[config.mk]
export PLATFORM = sky130hd
export DESIGN_NAME = rv32i_control_fsm
export DESIGN_NICKNAME = d
export VERILOG_FILES = /design/src/rtl/rv_ctrl_pkg.sv /design/src/rtl/bus_wait_counter.sv /design/src/rtl/rv32i_control_fsm.sv
export SDC_FILE = /design/constraint.sdc
export NUM_CORES = 1
export LEC_CHECK = 0
export CELL_PAD_IN_SITES_DETAIL_PLACEMENT = 1
export CELL_PAD_IN_SITES_GLOBAL_PLACEMENT = 2
export CORE_UTILIZATION = 29
export CTS_CLUSTER_DIAMETER = 60
export DETAILED_ROUTE_END_ITERATION = 8
export MAX_ROUTING_LAYER = met4
export PLACE_DENSITY = 0.95
export SLEW_MARGIN = 20
export SYNTH_ARGS = -nofsm -noshare
export SYNTH_HDL_FRONTEND = slang
export SYNTH_SLANG_ARGS = --single-unit
[constraint.sdc]
create_clock -name clk -period 5.5 [get_ports clk]
set_input_delay 1.1 -clock clk [delete_from_list [all_inputs] [get_ports clk]]
set_output_delay 1.1 -clock clk [all_outputs]
set_load 0.01 [all_outputs]
[src/rtl/rv_ctrl_pkg.sv]
// Shared types and encodings for the RV32I multi-cycle control sequencer.
package rv_ctrl_pkg;

   typedef enum logic [2:0] {
      ST_FETCH,
      ST_DECODE,
      ST_EXEC,
      ST_MEM,
      ST_WB,
      ST_HALT
   } state_t;

   localparam logic [2:0] CAUSE_NONE     = 3'd0;
   localparam logic [2:0] CAUSE_ECALL    = 3'd1;
   localparam logic [2:0] CAUSE_EBREAK   = 3'd2;
   localparam logic [2:0] CAUSE_ILLEGAL  = 3'd3;
   localparam logic [2:0] CAUSE_MISALIGN = 3'd4;
   localparam logic [2:0] CAUSE_TIMEOUT  = 3'd5;

   localparam logic [1:0] WB_ALU  = 2'b00;
   localparam logic [1:0] WB_LOAD = 2'b01;
   localparam logic [1:0] WB_PC4  = 2'b10;

   // Writeback source: link address for jumps, memory data for loads, ALU result otherwise.
   function automatic logic [1:0] wb_source(input logic is_jump, input logic is_load);
      if (is_jump)
         return WB_PC4;
      else if (is_load)
         return WB_LOAD;
      else
         return WB_ALU;
   endfunction

endpackage

[src/rtl/bus_wait_counter.sv]
// Counts cycles a bus request has waited and flags the cycle on which the
// wait budget runs out. Shared between instruction fetch and data access.
module bus_wait_counter #(
   parameter int MEM_TIMEOUT = 16
) (
   input  logic clk,
   input  logic rst_n,
   input  logic clear,
   input  logic wait_en,
   output logic expired
);

   localparam int CW = $clog2(MEM_TIMEOUT + 1);

   logic [CW-1:0] count;

   // Waiting-cycle counter; cleared while no request is outstanding.
   always_ff @(posedge clk) begin
      if (!rst_n || clear)
         count <= '0;
      else if (wait_en && !expired)
         count <= count + CW'(1);
   end

   // Expiry fires on the MEM_TIMEOUT-th waiting cycle; a ready in that cycle
   // suppresses wait_en, so ready takes precedence.
   always_comb begin
      expired = wait_en && (count == CW'(MEM_TIMEOUT - 1));
   end

endmodule

[src/rtl/rv32i_control_fsm.sv]
// Multi-cycle sequencer for the RV32I core: owns the PC, steps each
// instruction through FETCH/DECODE/EXEC/MEM/WB and traps into HALT.
module rv32i_control_fsm
   import rv_ctrl_pkg::*;
#(
   parameter logic [31:0] RESET_PC    = 32'h0000_0000,
   parameter int          MEM_TIMEOUT = 16
) (
   input  logic        clk,
   input  logic        rst_n,
   output logic        imem_valid,
   input  logic        imem_ready,
   output logic        ir_en,
   input  logic        dec_alu,
   input  logic        dec_load,
   input  logic        dec_store,
   input  logic        dec_branch,
   input  logic        dec_jump,
   input  logic        dec_fence,
   input  logic        dec_ecall,
   input  logic        dec_ebreak,
   input  logic        br_taken,
   input  logic [31:0] target,
   output logic        dmem_valid,
   output logic        dmem_we,
   input  logic        dmem_ready,
   output logic        rf_we,
   output logic [1:0]  wb_sel,
   output logic [31:0] pc,
   input  logic        resume,
   output logic        halted,
   output logic [2:0]  trap_cause,
   output logic [31:0] instret
);

   state_t      state_q, state_d;
   logic [31:0] pc_q, pc_d;
   logic [31:0] instret_q, instret_d;
   logic [2:0]  cause_q, cause_d;
   logic        taken_q, taken_d;

   logic        wait_en;
   logic        wait_clear;
   logic        expired;
   logic        is_taken;
   logic        any_class;

   bus_wait_counter #(
      .MEM_TIMEOUT (MEM_TIMEOUT)
   ) u_wait (
      .clk     (clk),
      .rst_n   (rst_n),
      .clear   (wait_clear),
      .wait_en (wait_en),
      .expired (expired)
   );

   // Control registers; reset restarts fetch at RESET_PC and abandons any request.
   always_ff @(posedge clk) begin
      if (!rst_n) begin
         state_q   <= ST_FETCH;
         pc_q      <= RESET_PC;
         instret_q <= '0;
         cause_q   <= CAUSE_NONE;
         taken_q   <= 1'b0;
      end else begin
         state_q   <= state_d;
         pc_q      <= pc_d;
         instret_q <= instret_d;
         cause_q   <= cause_d;
         taken_q   <= taken_d;
      end
   end

   // Next-state logic and Moore strobes decoded from the registered state.
   always_comb begin
      state_d    = state_q;
      pc_d       = pc_q;
      instret_d  = instret_q;
      cause_d    = cause_q;
      taken_d    = taken_q;
      imem_valid = 1'b0;
      ir_en      = 1'b0;
      dmem_valid = 1'b0;
      dmem_we    = 1'b0;
      rf_we      = 1'b0;
      wb_sel     = WB_ALU;
      halted     = 1'b0;
      wait_en    = 1'b0;
      // The counter only runs while a bus request is outstanding, so holding
      // it clear elsewhere means it starts from zero on every FETCH/MEM entry.
      wait_clear = !((state_q == ST_FETCH) || (state_q == ST_MEM));
      is_taken   = dec_jump || (dec_branch && br_taken);
      any_class  = dec_alu || dec_load || dec_store || dec_branch ||
                   dec_jump || dec_fence || dec_ecall || dec_ebreak;

      case (state_q)
         ST_FETCH: begin
            imem_valid = 1'b1;
            ir_en      = imem_ready;
            wait_en    = !imem_ready;
            if (imem_ready) begin
               state_d = ST_DECODE;
            end else if (expired) begin
               state_d = ST_HALT;
               cause_d = CAUSE_TIMEOUT;
            end
         end
         ST_DECODE: begin
            if (dec_ecall) begin
               state_d = ST_HALT;
               cause_d = CAUSE_ECALL;
            end else if (dec_ebreak) begin
               state_d = ST_HALT;
               cause_d = CAUSE_EBREAK;
            end else if (!any_class) begin
               state_d = ST_HALT;
               cause_d = CAUSE_ILLEGAL;
            end else begin
               state_d = ST_EXEC;
            end
         end
         ST_EXEC: begin
            // br_taken is only valid here, so the decision is captured for WB.
            taken_d = is_taken;
            if (is_taken && (target[1:0] != 2'b00)) begin
               state_d = ST_HALT;
               cause_d = CAUSE_MISALIGN;
            end else if (dec_load || dec_store) begin
               state_d = ST_MEM;
            end else begin
               state_d = ST_WB;
            end
         end
         ST_MEM: begin
            dmem_valid = 1'b1;
            dmem_we    = dec_store;
            wait_en    = !dmem_ready;
            if (dmem_ready) begin
               state_d = ST_WB;
            end else if (expired) begin
               state_d = ST_HALT;
               cause_d = CAUSE_TIMEOUT;
            end
         end
         ST_WB: begin
            rf_we     = dec_alu || dec_load || dec_jump;
            wb_sel    = wb_source(dec_jump, dec_load);
            pc_d      = taken_q ? target : (pc_q + 32'd4);
            instret_d = instret_q + 32'd1;
            state_d   = ST_FETCH;
         end
         ST_HALT: begin
            halted = 1'b1;
            if (resume) begin
               pc_d    = pc_q + 32'd4;
               cause_d = CAUSE_NONE;
               state_d = ST_FETCH;
            end
         end
         default: begin
            state_d = ST_FETCH;
         end
      endcase
   end

   // Architectural state exported directly from the registers.
   always_comb begin
      pc         = pc_q;
      instret    = instret_q;
      trap_cause = cause_q;
   end

endmodule

==> key figures, run 1 <==
Power and ir drop
  – Tot Pwr: 1.57 mW
  – Peak VDD IR: 0.000142 V
  – P per Cell Area: 268 nW/um2
  – Leakage: 1.91 nW

Synth
  – Synth Flop Type: dfxtp_1
  – Post-synth net total: 598
  – Combinational family with the most area after synthesis: simple AND/OR/NAND/NOR gates
  – Yosys warnings: 0
  – Synth Instances: 548
  – Proportion of synthesized area in mux cells: 0.0192
  – Number of enable flip-flop cells after synthesis: 0
  – Mapped Area: 4180 um2
  – Post-synthesis compound-gate area fraction: 0.187
  – Avg Inst Size Synth: 7.63 um2
  – Yosys cell types: 52
  – Ys async rst share: 0
  – XOR/XNOR Fraction of Synth Area: 0.0482
  – Synth Area in Simple Gates: 0.328
  – Post-Synth Adder-Cell Area: 0.0120
  – Flops & latches, synth: 76
  – Register area share after synthesis: 0.364

Routing
  – 1st-iter DRT viols: 243
  – Final WL: 14.7 mm
  – DRT Pass-1 Iters: 4
  – Number of nets with antenna violations after routing: 0
  – Wire per inst: 17.6 um
  – DR DRC count: 0
  – Vias: 4568
  – Via-to-Cell Ratio: 5.45

Setup path
  – Critical path startpoint category: flip-flop
  – Slowest stage cell on the critical path: dfxtp_1
  – Cell family with most CP delay: simple AND/OR/NAND/NOR gates
  – Reg2reg start: state_q[2]$_SDFFE_PN0N_
  – Critical path type: flip-flop to primary output
  – R2r worst-path depth: 5
  – Crit path largest cell delay: 0.74 ns
  – CP required: 4.40 ns
  – Critical-path cell list: or3b_1 > nor3b_1 > clkdlybuf4s50_1
  – CP endpoint kind: primary output
  – R2r setup slk: 2.21 ns
  – Buf/Inv on CP: 1
  – Crit path DAT: 2.55 ns
  – Worst Path Max Fanout: 20
  – R2r endpoint: instret[30]$_SDFFE_PN0P_

Min path
  – Worst Hold Class: flip-flop to flip-flop
  – Hold Crit Depth: 2
  – Worst Hold Path EP: pc[0]$_SDFFE_PN0P_
  – Hold wc startpoint: pc[0]$_SDFFE_PN0P_

Placement
  – DP Wirelength: 10.4 mm
  – # port buffers: 120
  – Routability cong.: 0.857
  – Post-DP Area: 5520 um2

Global routing
  – First-pass GRT wire length: 24.2 mm
  – GRT Residual Overflow: 0
  – Vias in the first global route: 4727
  – Largest net degree at the start of global routing: 43
  – Total GRT Usage: 0.212
  – Initial antenna violation count: 0

Clock network
  – CTS clk-pin slew, worst paths: 0.06 ns
  – CTS root buf: clkbuf_16
  – H-tree Lvls: 3
  – Worst-Skew Late Latency: 0.34 ns
  – CTS tree: built
  – Sink Count: 76
  – TritonCTS buffer count: 9
  – Clock buffer depth: 2
  – Post-CTS Resized: 0
  – CTS Hold Bufs: 0
  – Setup Buffers After CTS: 0

Job
  – Max-Cap Viols: 0

Cells and area
  – Finished Cell Area: 5870 um2
  – Final #Nets: 703
  – FILL cells: 1703
  – Antenna Cells: 0
  – Share of layout cells above drive strength 1: 0.0395
  – Area growth syn-to-layout: 40.4%
  – Most common cell after layout, fill and taps aside: clkdlybuf4s50_1
  – Final Util: 0.420
  – Most frequent cells in the layout: clkdlybuf4s50_1 (120), dfxtp_1 (76), nand2_1 (68)

Timing
  – Max-slew headroom: 0.270
  – Post-layout min period: 3.65 ns
  – # setup viols final: 0
  – F_max: 274 MHz
  – Hold_ws: 0.456 ns
  – Max Slew Vio Count: 0
  – RSZ-0062 raised after global routing: no
  – Tightest Pin Transition: 1.09 ns
  – Worst Clk Skew: 0.00333 ns
  – Final Hold Viols: 0
  – Setup_tns: 0 ns
  – Final worst-path cycle share: 0.663

Floorplan
  – Width of the die: 122 um
  – FP Rows: 43
  – Die area: 14900 um2
  – # IOs: 121
  – Initial core utilization: 0.299
  – Die height: 122 um
  – CORE AREA: 14000 um2

Status
  – Status: complete, no violations
[metrics by stage]
| stage | worst slack, ns | instances |
|---|---|---|
| 2_1_floorplan | 2.92 | 548 |
| 3_3_place_gp | 2.06 | 822 |
| 3_5_place_dp | 1.95 | 822 |
| 4_1_cts | 1.86 | 838 |
| 5_1_grt | 1.76 | 838 |
| 6_report | 1.85 | 838 |
[worst min-delay path, stage by stage, from the launching register on]
cell,delay (ns)
dfxtp_1,0.31
nand2_1,0.05
a21oi_1,0.05
[synth_stat cells (4+ instances only)]
cell / count / area, um2
dfxtp_1: 76 / 1520
nand2_1: 68 / 255
nor2_1: 50 / 188
nand3_1: 33 / 165
a21oi_1: 30 / 150
nand4_1: 28 / 175
clkbuf_1: 27 / 101
o21ai_0: 23 / 115
nor3_1: 21 / 105
and3_1: 16 / 100
xnor2_1: 15 / 131
inv_1: 13 / 48.8
nand2b_1: 13 / 81.3
o211ai_1: 10 / 75.1
and2_1: 8 / 50.1
mux2i_1: 8 / 80.1
nor4_1: 8 / 50.1
or3_1: 8 / 50.1
xor2_1: 8 / 70.1
o31a_1: 7 / 61.3
a21o_1: 6 / 45.0
a22oi_1: 5 / 37.5
o22ai_1: 5 / 31.3
a31oi_1: 4 / 25.0
ha_1: 4 / 50.1
nand3b_1: 4 / 30.0
o311ai_0: 4 / 35.0
[sequential cells by signal, summed over array words and instances (netlist names)]
signal        flops
instret          32
pc               32
state_q           3
taken_q           1
trap_cause        3
u_wait.count      5
[power breakdown]
| part | internal, mW | switching, mW | total [mW] |
|---|---|---|---|
| registers | 0.574 | 0.0389 | 0.612 |
| clock network | 0.456 | 0.246 | 0.702 |
| logic | 0.119 | 0.139 | 0.258 |
[cell families after synthesis]
family	count (synthesis)
compound gates	120
buf+inv	44
fa+ha+maj	4
flops	76
simple gates	273
xor+xnor	23
mux	8
[area by class of cell]
class | instances | area (um2) | area share
Tap cell | 180 | 225 | 0.0384
Clock buffer | 10 | 239 | 0.0407
Sequential cell | 76 | 1520 | 0.259
Clock inverter | 6 | 111 | 0.0190
Multi-Input combinational cell | 428 | 2490 | 0.423
Inverter | 13 | 48.8 | 0.00831
Timing Repair Buffer | 125 | 1240 | 0.211
[routing by layer]
metal	vias to the layer above	share of wire	track usage	wire length, um
li1	2208	-	-	-
met1	2222	0.44	0.253	6540
met2	123	0.50	0.362	7340
met3	15	0.048	0.0468	709
met4	0	0.0091	0.0473	134
met5	-	0	-	0
[worst max path at each step]
stage	slack (ns)	cells past startpoint	endpoint	from
final	1.85	3	wb_sel[0]	state_q[2]$_SDFFE_PN0N_
after CTS	1.86	3	wb_sel[0]	state_q[2]$_SDFFE_PN0N_
after global placement	2.06	3	wb_sel[0]	dec_load
after detailed placement	1.95	6	pc[27]$_SDFFE_PN0P_	resume
after floorplan	2.92	7	instret[30]$_SDFFE_PN0P_	state_q[0]$_SDFFE_PN0N_
after global routing	1.76	3	wb_sel[0]	state_q[2]$_SDFFE_PN0N_
(Power assumes the default switching activity.)
==> run 2: changes to the inputs <==
--- a/config.mk
+++ b/config.mk
@@ -7,11 +7,11 @@
 export LEC_CHECK = 0
 export CELL_PAD_IN_SITES_DETAIL_PLACEMENT = 1
 export CELL_PAD_IN_SITES_GLOBAL_PLACEMENT = 2
-export CORE_UTILIZATION = 29
+export CORE_UTILIZATION = 26
 export CTS_CLUSTER_DIAMETER = 60
 export DETAILED_ROUTE_END_ITERATION = 8
 export MAX_ROUTING_LAYER = met4
-export PLACE_DENSITY = 0.95
+export PLACE_DENSITY = 0.89
 export SLEW_MARGIN = 20
 export SYNTH_ARGS = -nofsm -noshare
 export SYNTH_HDL_FRONTEND = slang
==> constraint.sdc (replaced) <==
create_clock -name clk -period 3.44 [get_ports clk]
set_input_delay 0.688 -clock clk [delete_from_list [all_inputs] [get_ports clk]]
set_output_delay 0.688 -clock clk [all_outputs]
set_load 0.01 [all_outputs]
==> run 2 against run 1 <==
Effect of this change: first-iteration DRC count shrank 18%; critical path depth grew 1; clock power grew 28%; total power grew 47%; sequential share of layout area shrank 0.12 points; critical path type unchanged; clock-buffer cell count grew 2; register-to-register slack lost 1.4 ns; sequential cell count is the same; critical endpoint unchanged; clock skew grew 0.0036 ns.
==> key figures, run 2 (same netlist as run 1, synthesis figures left out) <==
Placement
  – DP Wirelength: 10.9 mm (+5.4%)
  – # port buffers: 120 (unchanged)
  – Routability cong.: 0.838 (-2.2%)

Routing
  – Number of nets with antenna violations after routing: 0 (unchanged)
  – Final WL: 14.7 mm (-0.26%)
  – DR DRC count: 0 (unchanged)
  – Via-to-Cell Ratio: 5.25 (-3.6%)
  – 1st-iter DRT viols: 200 (-18%)
  – DRT Pass-1 Iters: 4 (unchanged)
  – Wire per inst: 16.7 um (-4.8%)
  – Vias: 4612 (+0.96%)

Clock network
  – Post-CTS Resized: 0 (unchanged)
  – H-tree Lvls: 3 (unchanged)
  – CTS Hold Bufs: 0 (unchanged)
  – Clock buffer depth: 2 (unchanged)
  – CTS tree: built
  – Sink Count: 76 (unchanged)
  – CTS root buf: clkbuf_16
  – CTS clk-pin slew, worst paths: 0.06 ns (about the same)
  – Worst-Skew Late Latency: 0.35 ns (about the same)
  – Setup Buffers After CTS: 0 (unchanged)
  – TritonCTS buffer count: 9 (unchanged)

Global routing
  – GRT Residual Overflow: 0 (unchanged)
  – Met3 Use GR: 0.0366 (-0.0102)
  – Initial antenna violation count: 0 (unchanged)
  – Met2 GRT Util: 0.311 (-0.0509)
  – GRT Max-Usage Layer: met2
  – Met1 Usage GRT: 0.220 (-0.0332)
  – Largest net degree at the start of global routing: 32 (-26%)
  – Total GRT Usage: 0.186 (-0.0261)
  – Vias in the first global route: 4611 (-2.5%)
  – First-pass GRT wire length: 23.3 mm (-3.7%)

Cells and area
  – Antenna Cells: 0 (unchanged)
  – FILL cells: 1901 (+12%)
  – Final #Nets: 712 (+1.3%)
  – Area growth syn-to-layout: 41.1%
  – Most frequent cells in the layout: clkdlybuf4s50_1 (120), dfxtp_1 (76), nand2_1 (68)
  – Most common cell after layout, fill and taps aside: clkdlybuf4s50_1
  – Final Util: 0.382 (-0.0374)
  – Multi-input logic area: 2490 um2 (unchanged)
  – FF/Latch Area: 1520 um2 (unchanged)
  – Share of layout cells above drive strength 1: 0.0495 (+0.00996)

Power and ir drop
  – Internal power: 1.63 mW (+42%)
  – Reg power frac: 0.412 (+0.023)
  – Gate power share: 0.201 (+0.037)
  – Peak VDD IR: 0.000265 V (+86%)
  – Leakage: 1.92 nW (+0.26%)
  – P per Cell Area: 393 nW/um2 (+47%)
  – Clock Power Share: 0.387 (-0.059)
  – Switch Pwr: 0.684 mW (+61%)
  – Net Sw Frac: 0.295 (+0.0253)

Job
  – Max-Cap Viols: 0 (unchanged)

Setup path
  – Critical path type: flip-flop to primary output
  – Crit path DAT: 2.12 ns (-0.43 ns)
  – CP required: 2.75 ns (-1.65 ns)
  – Critical path startpoint category: flip-flop
  – CP endpoint kind: primary output
  – Worst Path Max Fanout: 11 (-45%)

Floorplan
  – CORE AREA: 15400 um2 (+10%)
  – Die height: 129 um (+5.5%)
  – Initial core utilization: 0.271 (-0.0279)
  – # IOs: 121 (unchanged)
  – Die area: 16600 um2 (+11%)
  – FP Rows: 45 (+4.7%)
  – Width of the die: 129 um (+5.5%)

Min path
  – Worst Hold Class: flip-flop to flip-flop

Timing
  – Post-layout min period: 2.81 ns
  – Setup_tns: 0 ns (unchanged)
  – Final worst-path cycle share: 0.816
  – Max Slew Vio Count: 0 (unchanged)
  – Worst Clk Skew: 0.00695 ns (+0.00363 ns)
  – # setup viols final: 0 (unchanged)
  – Max-slew headroom: 0.362 (+0.0922)
  – F_max: 356 MHz
  – Final Hold Viols: 0 (unchanged)
  – RSZ-0062 raised after global routing: no
  – Tightest Pin Transition: 0.950 ns (-0.136 ns)

Status
  – Status: complete, no violations
-- run 2: cell count changes in the layout (fill, tap and decap cells not counted) --
cell / previous run / this run
clkinvlp_4: 1 / 2
clkbuf_1: 0 / 2
buf_4: 5 / 14
bufinv_16: 3 / 0
clkinv_4: 1 / 0
clkinv_2: 1 / 2
-- run 2: final timing paths --
path                           startpoint                  endpoint  slack (ns)  cells past startpoint
hold / removal         pc[0]$_SDFFE_PN0P_        pc[0]$_SDFFE_PN0P_        0.45                      2
setup reg to reg  state_q[1]$_SDFFE_PN0N_  instret[30]$_SDFFE_PN0P_        0.78                      5
setup / recovery  state_q[1]$_SDFFE_PN0N_                 wb_sel[0]        0.63                      4
hold reg to reg        pc[0]$_SDFFE_PN0P_        pc[0]$_SDFFE_PN0P_        0.45                      2
-- run 2: power by group through the flow --
stage | Sequential (mW) | Clock [mW] | Combinational [mW]
6_report | 0.953 | 0.897 | 0.466
5_1_grt | 0.958 | 0.958 | 0.509
4_1_cts | 0.954 | 0.921 | 0.470
3_5_place_dp | 0.973 | 0 | 0.466
3_3_place_gp | 0.971 | 0 | 0.453
2_1_floorplan | 0.974 | 0 | 0.239
-- run 2: worst max-delay path, stage by stage, from the launching register on --
cell and delay (ns):
dfxtp_1 0.40, or3b_1 0.42, buf_4 0.19, nor3b_1 0.20, clkdlybuf4s50_1 0.57
-- run 2: final cells by class --
type                       count  share of cell area
timing repair buffer         134               0.221
sequential                    76               0.258
clock buffer                  12              0.0418
clock inverter                 4             0.00424
multi-input combinational    428               0.422
inverter                      13             0.00827
tap                          211              0.0448
-- run 2: metrics by stage --
step | hold slack, ns | setup WS [ns] | instance area [um2] | std cells | total power [mW]
after global placement | 0.447 | 0.829 | 5630 | 862 | 1.42
after detailed placement | 0.447 | 0.773 | 5630 | 862 | 1.44
after global routing | 0.500 | 0.551 | 5900 | 878 | 2.42
after floorplan | 0.472 | 0.857 | 4180 | 548 | 1.21
after CTS | 0.454 | 0.601 | 5900 | 878 | 2.34
final | 0.454 | 0.634 | 5900 | 878 | 2.32
-- run 2: per-layer routing --
metal	wire, um	share of wire
met5	0	0
met3	740	0.050
met1	6670	0.45
met4	234	0.016
met2	7040	0.48
==> run 3: changes to the inputs <==
==> constraint.sdc (replaced) <==
create_clock -name clk -period 2.9 [get_ports clk]
set_input_delay 0.58 -clock clk [delete_from_list [all_inputs] [get_ports clk]]
set_output_delay 0.58 -clock clk [all_outputs]
set_load 0.01 [all_outputs]
==> run 3 against run 2 <==
Effect of this change: clock skew decreased by 0.0018 ns; worst hold slack improved by 0.026 ns; global-route usage increased by 0.56 points; via count about the same; critical path depth unchanged; sequential share of layout area decreased by 0.071 points; clock power increased by 17%; cell area increased by 0.28%; total power increased by 18%; sequential power increased by 19%; clock-buffer cell count decreased by 3.
==> key figures, run 3 (same netlist as run 1, synthesis figures left out) <==
Status
  – Status: complete, no violations

Power and ir drop
  – Switch Pwr: 0.829 mW (+21%)
  – P per Cell Area: 463 nW/um2 (+18%)
  – Net Sw Frac: 0.303 (+0.00760)
  – Peak VDD IR: 0.000274 V (+3.6%)
  – Reg power frac: 0.413 (about the same)
  – Internal power: 1.91 mW (+17%)
  – Leakage: 1.91 nW (-0.29%)
  – Tot Pwr: 2.74 mW (+18%)
  – Gate power share: 0.204 (+0.003)
  – Clock Power Share: 0.383 (-0.004)

Min path
  – Worst Hold Class: flip-flop to flip-flop

Placement
  – Routability cong.: 0.863 (+3.0%)
  – Pre-CTS setup slack: 0.243 ns (-0.530 ns)
  – # port buffers: 120 (unchanged)
  – DP Wirelength: 11.0 mm (+1.0%)
  – Post-DP Area: 5650 um2 (+0.36%)

Timing
  – # setup viols final: 0 (unchanged)
  – RSZ-0062 raised after global routing: no
  – Setup_tns: 0 ns (unchanged)
  – Worst Clk Skew: 0.00511 ns (-0.00184 ns)
  – Post-layout min period: 2.70 ns
  – Final Hold Viols: 0 (unchanged)
  – Final worst-path cycle share: 0.932
  – Max Slew Vio Count: 0 (unchanged)
  – Tightest Pin Transition: 0.764 ns (-0.186 ns)
  – Max-slew headroom: 0.491 (+0.129)
  – F_max: 370 MHz
  – Final WS setup: 0.198 ns (-0.436 ns)

Routing
  – Vias: 4614 (+0.043%)
  – 1st-iter DRT viols: 237 (+19%)
  – DRT Pass-1 Iters: 4 (unchanged)
  – Final WL: 15.0 mm (+2.2%)
  – Number of nets with antenna violations after routing: 0 (unchanged)
  – DR DRC count: 0 (unchanged)
  – Met1 WL: 6.89 mm (+3.3%)
  – Met2 wire len: 7.17 mm (+1.9%)
  – Met3 wire len: 791 um (+6.9%)
  – Wire per inst: 17.1 um (+2.2%)
  – Max Used Layer: met4
  – Via-to-Cell Ratio: 5.26 (about the same)

Global routing
  – Total GRT Usage: 0.191 (+0.00556)
  – Initial antenna violation count: 0 (unchanged)
  – Vias in the first global route: 4784 (+3.8%)
  – GRT Residual Overflow: 0 (unchanged)
  – Largest net degree at the start of global routing: 36 (+13%)
  – First-pass GRT wire length: 24.0 mm (+3.1%)

Setup path
  – Crit path DAT: 2.12 ns (about the same)
  – Slowest stage cell on the critical path: clkdlybuf4s50_1
  – Worst Path Max Fanout: 11 (unchanged)
  – CP endpoint kind: primary output
  – Crit path largest cell delay: 0.57 ns (about the same)
  – Critical path type: flip-flop to primary output
  – CP required: 2.32 ns (-0.43 ns)
  – Critical path startpoint category: flip-flop
  – Critical-path cell list: or3b_1 > buf_4 > nor3b_1 > clkdlybuf4s50_1

Cells and area
  – Final Util: 0.383 (+0.00105)
  – Most frequent cells in the layout: clkdlybuf4s50_1 (120), dfxtp_1 (76), nand2_1 (68)
  – Most common cell after layout, fill and taps aside: clkdlybuf4s50_1
  – Share of layout cells above drive strength 1: 0.0525 (+0.00300)
  – Area growth syn-to-layout: 41.4%
  – Antenna Cells: 0 (unchanged)
  – Finished Cell Area: 5910 um2 (+0.28%)
  – Final #Nets: 713 (+0.14%)

Clock network
  – Post-CTS Resized: 0 (unchanged)
  – CTS root buf: clkbuf_16
  – CTS clk-pin slew, worst paths: 0.06 ns (about the same)
  – Setup Buffers After CTS: 0 (unchanged)
  – CTS tree: built
  – Clock buffer depth: 2 (unchanged)
  – Sink Count: 76 (unchanged)
  – H-tree Lvls: 3 (unchanged)
  – Worst-Skew Late Latency: 0.35 ns (about the same)
  – TritonCTS buffer count: 9 (unchanged)
  – CTS Hold Bufs: 0 (unchanged)

Floorplan
  – Initial core utilization: 0.271 (unchanged)
  – Die height: 129 um (unchanged)
  – CORE AREA: 15400 um2 (unchanged)
  – # IOs: 121 (unchanged)
  – FP Rows: 45 (unchanged)
  – Die area: 16600 um2 (unchanged)
  – Width of the die: 129 um (unchanged)

Job
  – Max-Cap Viols: 0 (unchanged)
run 3: cell types whose count changed in the layout (fill, tap and decap cells not counted), sizes merged:
cell	previous run	this run
buf	14	15
clkinvlp	2	5
clkbuf	12	9
clkinv	2	1
run 3: power by group through the flow:
stage	Clock [mW]	Combinational (mW)	Sequential (mW)
global route	1.12	0.610	1.14
finish	1.05	0.558	1.13
detailed placement	0	0.557	1.15
CTS	1.08	0.562	1.13
floorplan	0	0.284	1.16
global placement	0	0.541	1.15
run 3: metal layers:
layer | up-vias | track usage
met4 | 0 | 0.0837
met2 | 121 | 0.312
li1 | 2219 | -
met1 | 2258 | 0.233
met5 | - | -
met3 | 16 | 0.0295
run 3: final cells by class:
type	count	area, um2
sequential	76	1520
clock buffer	9	225
fill	1890	9510
clock inverter	6	42.5
tap	211	264
inverter	13	48.8
timing repair buffer	135	1330
multi-input combinational	428	2490
run 3: stage by stage:
stage	std cells	hold slack, ns
6_report	878	0.480
5_1_grt	878	0.521
4_1_cts	878	0.485
3_5_place_dp	863	0.475
3_3_place_gp	863	0.456
2_1_floorplan	548	0.472
run 3: path summary, 6_finish.rpt:
path	start	endpoint	slack, ns	cells past startpoint
min	instret[31]$_SDFFE_PN0P_	instret[31]$_SDFFE_PN0P_	0.48	2
max reg2reg	state_q[1]$_SDFFE_PN0N_	instret[30]$_SDFFE_PN0P_	0.23	5
max	state_q[1]$_SDFFE_PN0N_	wb_sel[0]	0.20	4
min reg2reg	instret[31]$_SDFFE_PN0P_	instret[31]$_SDFFE_PN0P_	0.48	2
run 3: worst max-delay path: cells and delay by family, from the launching register on:
kind,cells,cell delay [ns]
flops,1,0.39
buf+inv,2,0.76
simple gates,2,0.63
